File: src/rtl/capture_arbiter_if.sv
// Handshake bundle between requesters/consumer and the capture arbiter.
// The master side drives requests and the consumer acknowledge.
interface capture_arbiter_if #(
  parameter int N = 4,
  parameter int W = 8
);
  localparam int SW = (N > 1) ? $clog2(N) : 1;

  logic [N-1:0]         req_valid;
  logic [N-1:0][W-1:0]  req_data;
  logic [N-1:0]         req_ready;
  logic                 cap_en;
  logic                 out_valid;
  logic [W-1:0]         out_data;
  logic [SW-1:0]        out_src;
  logic                 out_ready;
  logic                 timeout_err;

  modport master (
    output req_valid, req_data, out_ready,
    input  req_ready, cap_en, out_valid, out_data, out_src, timeout_err
  );

  modport slave (
    input  req_valid, req_data, out_ready,
    output req_ready, cap_en, out_valid, out_data, out_src, timeout_err
  );
endinterface

File: src/rtl/capture_arbiter.sv
// Round-robin arbiter feeding a single capture register; holds one result
// until acknowledged or until TIMEOUT cycles pass, then drops it.
module capture_arbiter #(
  parameter int N       = 4,
  parameter int W       = 8,
  parameter int TIMEOUT = 16
) (
  input  logic              clk,
  input  logic              reset,
  capture_arbiter_if.slave  bus
);
  localparam int SW = (N > 1) ? $clog2(N) : 1;

  typedef enum logic {IDLE, HOLD} state_e;

  state_e        state_q, state_d;
  logic [SW-1:0] ptr_q, ptr_d;
  logic [SW-1:0] src_q, src_d;
  logic [W-1:0]  data_q, data_d;
  logic [7:0]    cnt_q, cnt_d;

  logic [SW-1:0] cand;
  logic [SW-1:0] win;
  logic          found;
  logic [N-1:0]  grant;
  logic          last_cnt;

  // Search starts just past the last winner so every requester gets a turn.
  always_comb begin
    cand  = '0;
    win   = '0;
    found = 1'b0;
    for (int k = 1; k <= N; k++) begin
      cand = SW'((int'(ptr_q) + k) % N);
      if (!found && bus.req_valid[cand]) begin
        found = 1'b1;
        win   = cand;
      end
    end
  end

  // Grant is gated by reset so nothing is offered while reset is held.
  assign grant    = (state_q == IDLE && found && reset) ? (N'(1) << win) : '0;
  assign last_cnt = (cnt_q == 8'(TIMEOUT - 1));

  assign bus.req_ready   = grant;
  assign bus.cap_en      = |grant;
  assign bus.out_valid   = (state_q == HOLD);
  assign bus.out_data    = data_q;
  assign bus.out_src     = src_q;
  assign bus.timeout_err = (state_q == HOLD) && !bus.out_ready && last_cnt;

  always_comb begin
    state_d = state_q;
    ptr_d   = ptr_q;
    src_d   = src_q;
    data_d  = data_q;
    cnt_d   = cnt_q;
    case (state_q)
      IDLE: begin
        if (found) begin
          state_d = HOLD;
          ptr_d   = win;
          src_d   = win;
          data_d  = bus.req_data[win];
          cnt_d   = '0;
        end
      end
      HOLD: begin
        if (bus.out_ready || last_cnt) state_d = IDLE;
        else                           cnt_d   = cnt_q + 8'd1;
      end
      default: state_d = IDLE;
    endcase
  end

  always_ff @(posedge clk or negedge reset) begin
    if (!reset) begin
      state_q <= IDLE;
      ptr_q   <= SW'(N - 1);
      src_q   <= '0;
      data_q  <= '0;
      cnt_q   <= '0;
    end else begin
      state_q <= state_d;
      ptr_q   <= ptr_d;
      src_q   <= src_d;
      data_q  <= data_d;
      cnt_q   <= cnt_d;
    end
  end
endmodule

File: src/flat_wrapper.sv
// flat-port wrapper written by rule: the top's interface ports become plain ports
module capture_arbiter_flat 
#(
  parameter int N       = 4,
  parameter int W       = 8,
  parameter int TIMEOUT = 16
)
  (clk, reset, bus_req_valid, bus_req_data, bus_out_ready, bus_req_ready, bus_cap_en, bus_out_valid, bus_out_data, bus_out_src, bus_timeout_err);
  capture_arbiter_if #(.N(N), .W(W)) bus_i ();
  input  logic clk;
  input  logic reset;
  input wire logic [$bits(bus_i.req_valid)-1:0] bus_req_valid;
  input wire logic [$bits(bus_i.req_data)-1:0] bus_req_data;
  input wire logic [$bits(bus_i.out_ready)-1:0] bus_out_ready;
  output wire logic [$bits(bus_i.req_ready)-1:0] bus_req_ready;
  output wire logic [$bits(bus_i.cap_en)-1:0] bus_cap_en;
  output wire logic [$bits(bus_i.out_valid)-1:0] bus_out_valid;
  output wire logic [$bits(bus_i.out_data)-1:0] bus_out_data;
  output wire logic [$bits(bus_i.out_src)-1:0] bus_out_src;
  output wire logic [$bits(bus_i.timeout_err)-1:0] bus_timeout_err;
  assign bus_i.req_valid = bus_req_valid;
  assign bus_i.req_data = bus_req_data;
  assign bus_i.out_ready = bus_out_ready;
  assign bus_req_ready = bus_i.req_ready;
  assign bus_cap_en = bus_i.cap_en;
  assign bus_out_valid = bus_i.out_valid;
  assign bus_out_data = bus_i.out_data;
  assign bus_out_src = bus_i.out_src;
  assign bus_timeout_err = bus_i.timeout_err;
  capture_arbiter #(.N(N), .W(W), .TIMEOUT(TIMEOUT)) u_core (.clk(clk), .reset(reset), .bus(bus_i));
endmodule
File: config.mk
export PLATFORM = sky130hd
export DESIGN_NAME = capture_arbiter_flat
export DESIGN_NICKNAME = d
export VERILOG_FILES = /design/src/rtl/capture_arbiter_if.sv /design/src/rtl/capture_arbiter.sv /design/src/flat_wrapper.sv
export SDC_FILE = /design/constraint.sdc
export NUM_CORES = 1
export LEC_CHECK = 0
export CAP_MARGIN = 30
export CORE_MARGIN = 3
export CORE_UTILIZATION = 25
export CTS_CLUSTER_DIAMETER = 120
export DETAILED_ROUTE_END_ITERATION = 10
export PLACE_DENSITY = 0.56
export SYNTH_ARGS = -nofsm -noshare
export SYNTH_HDL_FRONTEND = slang
export SYNTH_SLANG_ARGS = --single-unit
export TNS_END_PERCENT = 5
File: constraint.sdc
create_clock -name clk -period 2.99 [get_ports clk]
set_input_delay 0.598 -clock clk [delete_from_list [all_inputs] [get_ports clk]]
set_output_delay 0.598 -clock clk [all_outputs]
set_load 0.05 [all_outputs]
### After elaboration in Yosys (flattened, before gate mapping)

Cells that the tools add are included.
Widths: inputs -> output; s select.

| word-level totals | value |
|---|---|
| register bits | 21 |
| bits of input ports | 39 |
| output and inout port bits | 17 |
| word-level logic and storage cells | 60 |

| operators by class | value |
|---|---|
| $add $sub $neg | 5 |
| order comparisons | 5 |
| equality and inequality tests | 3 |
| shifts and indexed selects | 1 |
| muxes and demuxes | 25 |
| bitwise operators | 1 |
| reductions and logical operators | 15 |

Operator list:

| kind | number |
|---|---|
| $mux 8 | 3 |
| $bmux 8 s2 | 1 |
| $pmux 8 s2 | 1 |
| $lt 2x3->1 const B | 5 |
| $mux 1 | 10 |
| $add 8x1->8 const B | 1 |
| $bmux 1 s2 | 4 |
| $eq 8x4->1 const B | 1 |
| $mux 2 | 4 |
| $logic_and 1x1->1 | 7 |
| $add 2x1->2 const B | 2 |
| $add 2x2->2 const B | 2 |
| $logic_not 1->1 | 4 |
| $mux 4 | 1 |
| $reduce_and 2->1 | 2 |
| $reduce_or 4->1 | 1 |
| $shl 1x2->4 const A | 1 |
| $ne 2x1->1 const B | 1 |
| $ne 2x2->1 const B | 1 |
| $pmux 1 s2 | 1 |
| $logic_or 1x1->1 | 1 |
| $not 1->1 | 1 |

### Logic depth before layout (Yosys ltp)

| depth | value |
|---|---|
| depth after elaboration | 17 |
| mapped depth | 7 |
| depth with buffers taken out | 6 |

### Worst setup path before layout

OpenSTA, ideal clock, no wires.

| path | value |
|---|---|
| path type | flip-flop to output port |
| from | register u_core.state_q (netlist: u_core.bus.out_valid) |
| to | output bus_req_ready[0] |
| arrival time | 2.609 ns |
| data required time | 2.392 ns |
| path slack | -0.217 ns |
| stages on the path, launching flop included | 6 |
| buffers on the path | 1 |
| cell sequence | dfrtp_1 a21o_1 buf_1 nor2_1 nand2_1 nor2_1 |

| between the ends | value |
|---|---|
| longest elaborated chain between the ends | 4 |

RTL lines:

| element | RTL line | source |
|---|---|---|
| start, declared | capture_arbiter.sv:16 | `state_e state_q, state_d;` |
| start signal, assigned | capture_arbiter.sv:85 | `state_q <= state_d;` |
| $not 1->1 | capture_arbiter.sv:43 | `assign grant = (state_q == IDLE && found && reset) ? (N'(1) << win) : '0;` |
| $logic_and 1x1->1 (2 in series) | capture_arbiter.sv:43 |  |
| $mux 4 | capture_arbiter.sv:43 |  |
| end, declared | flat_wrapper.sv:15 | `output wire logic [$bits(bus_i.req_ready)-1:0] bus_req_ready;` |

No other way between the ends.

### Final worst setup path

| path | value |
|---|---|
| from | input bus_req_valid[3] |
| to | output bus_req_ready[2] |

| between the ends | value |
|---|---|
| longest elaborated chain between the ends | 15 |
| elaborated cells on any way between the ends | 26 |
| those cells by class | shift (1); mux (17); reduce/logical (8) |

RTL lines:

| element | RTL line | source |
|---|---|---|
| start, declared | flat_wrapper.sv:12 | `input wire logic [$bits(bus_i.req_valid)-1:0] bus_req_valid;` |
| $bmux 1 s2 | capture_arbiter.sv:35 | `if (!found && bus.req_valid[cand]) begin` |
| $mux 1 (implied by the code) | capture_arbiter.sv:35 |  |
| $mux 1 | capture_arbiter.sv:35 |  |
| $logic_not 1->1 | capture_arbiter.sv:35 |  |
| $logic_and 1x1->1 | capture_arbiter.sv:35 |  |
| $mux 1 | capture_arbiter.sv:35 |  |
| $logic_not 1->1 | capture_arbiter.sv:35 |  |
| $logic_and 1x1->1 | capture_arbiter.sv:35 |  |
| $mux 1 | capture_arbiter.sv:35 |  |
| $logic_not 1->1 | capture_arbiter.sv:35 |  |
| $logic_and 1x1->1 | capture_arbiter.sv:35 |  |
| $mux 1 | capture_arbiter.sv:35 |  |
| $logic_and 1x1->1 (2 in series) | capture_arbiter.sv:43 |  |
| $mux 4 (*) | capture_arbiter.sv:43 |  |

Mark *: on every way between the ends. The rest lies on a longest branch, timed or not. The select of a mux whose other input is x is not followed.

==> results.cfg <==
[hold_path]
hold_path_end = u_core.bus.out_src[1]
worst_hold_path.num_cells = 1
hp-class = flip-flop to flip-flop
worstHoldStart = u_core.bus.out_src[1]

[route]
firstDrtPassIters = 4
drtAntennaViolNets = 0
vias = 1271
vias_per_cell = 4.69
routedWlPerCell_um = 14.0
drcViolationCount = 0
drtIter0Drc = 35
drt_wl_total_mm = 3.80

[yosys]
synth_area_um2 = 1310
ys.flop_type = dfrtp_1
synth_seq_cells = 21
syn_area_per_cell_um2 = 9.22
yosys.cell_types.count = 35
synth_edf_count = 0
synthCells = 142
yosysSeqAreaShare = 0.403
ys_warn_count = 0
async_reset_ff_frac = 1.00
syn-num-nets = 182

[placed_design]
placed_cells = 267
globalplace.congestion = 0.836
place.port_buffers = 55
dp_hpwl_mm = 2.86
post-place-ws_ps = 147

[timing]
finalCriticalPeriod_ps = 2870
grt_setup_unrepaired = false
tightest_slew_ps = 529
hold_viol_final = 0
finClkSkew_ps = 2.91
slew_violations = 0
fin_setup_tns_ps = 0
finalSetupViolCount = 0
worst_slack_ps = 118
fmax_ghz = 0.348
slew-limit-headroom = 0.647
period_share = 0.960

[clocking]
clkSinkCount = 21
clkLatencyLatePin_ps = 270
post-cts-setup-buffers = 0
ctsResizeCount = 0
path_clk_slew_ps = 80
numCtsBuffers = 3
cts_tree = built
hold_buffers = 0
cts-root-buf = clkbuf_8
cts_max_path_buffers = 2
htreeDepth = 1

[die]
fp.dieArea_um2 = 6140
start_util = 0.268
die_h_um = 78.4
coreArea_um2 = 4880
rows = 25
io_pins = 56
die_w_um = 78.4

[power_and_ir_drop]
power_frac_clock = 0.108
swShare = 0.484
power.density_nw_per_um2 = 866
seq_power_share = 0.267
p_int_uw = 930
p_comb_frac = 0.625
ir_worst_vdd_mv = 0.490
switchingPower_uw = 871
p_leak_uw = 0.000848

[flow_run]
maxCapViolCount = 0

[grt]
grt_max_degree = 22
grt_pass1_vias = 1274
grt_pass1_wl_mm = 6.45
track_usage = 0.135
antenna_found_initial = 0
overflow = 0

[layout]
register_area_um2 = 528
fin_util = 0.426
layout_common_cells = clkdlybuf4s50_1 (49), nor2_1 (23), dfrtp_1 (19), a211oi_1 (18), inv_1 (10)
layoutNonFillerInstCount = 271
n_antenna_cell = 0
drive_gt1_frac = 0.152
num-fill-cells = 488
nets = 245
area_growth_pct = 58.9
mostFrequentLayoutCell = clkdlybuf4s50_1
multi_input_area_um2 = 711

[worst_setup_path]
reg2reg_from = u_core.ptr_q[0]
crit_path_max_fanout = 5
crit_required_ps = 2390
worstSetupStartpointType = input pin
rrSetupSlack_ps = 950
worstSetupEndpointType = primary output
timing.rr.end = u_core.bus.out_data[4]
r2r_cells = 6
cp.arrival_ps = 2270
worst-setup-path-type = input pin to primary output

[status]
status = finished clean
-- worst max path at each step --
stage                    startpoint                to  slack (ps)
3_5_place_dp       bus_req_valid[3]  bus_req_ready[2]         150
5_1_grt            bus_req_valid[3]  bus_req_ready[3]          10
3_3_place_gp       bus_req_valid[3]  bus_req_ready[3]         150
6_report           bus_req_valid[3]  bus_req_ready[2]         120
4_1_cts            bus_req_valid[3]  bus_req_ready[2]         120
2_1_floorplan  u_core.bus.out_valid  bus_req_ready[0]          40
-- layer usage --
layer,up-vias,GRT usage,wire [µm]
met5,-,0,0
met4,0,0.0472,63
met3,5,0.0310,194
met2,34,0.197,1660
met1,595,0.193,1880
li1,637,-,-
-- sequential cells by signal, summed over array words and instances, names as in the netlist --
signal,count
u_core.ptr_q,2
u_core.bus.out_data,8
u_core.cnt_q,8
u_core.bus.out_valid,1
u_core.bus.out_src,2
-- power groups by stage --
stage / combinational (µW) / sequential (µW) / clock (µW)
global route: 1220 / 497 / 216
global placement: 1130 / 483 / 0
detailed placement: 1130 / 487 / 0
floorplan: 479 / 733 / 0
finish: 1130 / 480 / 195
CTS: 1140 / 481 / 207
-- critical path: stages --
cell             delay, ps
clkdlybuf4s50_1        550
nor2b_4                210
o221ai_1               140
or3_1                  390
nor2_1                 220
buf_12                 170
-- logic make-up (layout without fill, tap and decap cells) --
family	Yosys count	in the layout	synth area share
AOI/OAI and AO/OA	43	43	0.250
xor gates and xnor gates	6	6	0.0402
adders and majority gates	1	1	0.00956
buffers and inverters	15	77	0.0554
DFF	21	21	0.403
muxes	8	8	0.0612
and+or+nand+nor	48	48	0.181
-- stage by stage --
step,instance area [µm²],total power [µW],hold WS (ps)
2_1_floorplan,1310,1210,302
3_3_place_gp,2030,1620,467
3_5_place_dp,2030,1620,468
4_1_cts,2080,1820,493
5_1_grt,2080,1930,502
6_report,2080,1800,487
-- cell usage after synthesis, drive strengths merged (2+ instances only) --
library cell,instances,share of area
o21ai,5,0.039
nor2b,2,0.015
nand3,7,0.027
nand2b,2,0.0096
dfstp,2,0.040
a21oi,5,0.022
inv,10,0.029
a211oi,18,0.10
nor2,25,0.074
nand2,6,0.017
buf,4,0.024
a31oi,8,0.038
a21o,4,0.023
mux2i,8,0.061
dfrtp,19,0.36
xnor2,6,0.040
-- layout make-up --
cell class,instances,area share
clock inverter,1,0.00361
timing repair buffer,63,0.323
inverter,10,0.0181
clock buffer,3,0.0199
multi-input combinational,106,0.342
tap,67,0.0403
sequential,21,0.254
Power figures use the tool's default switching activity.
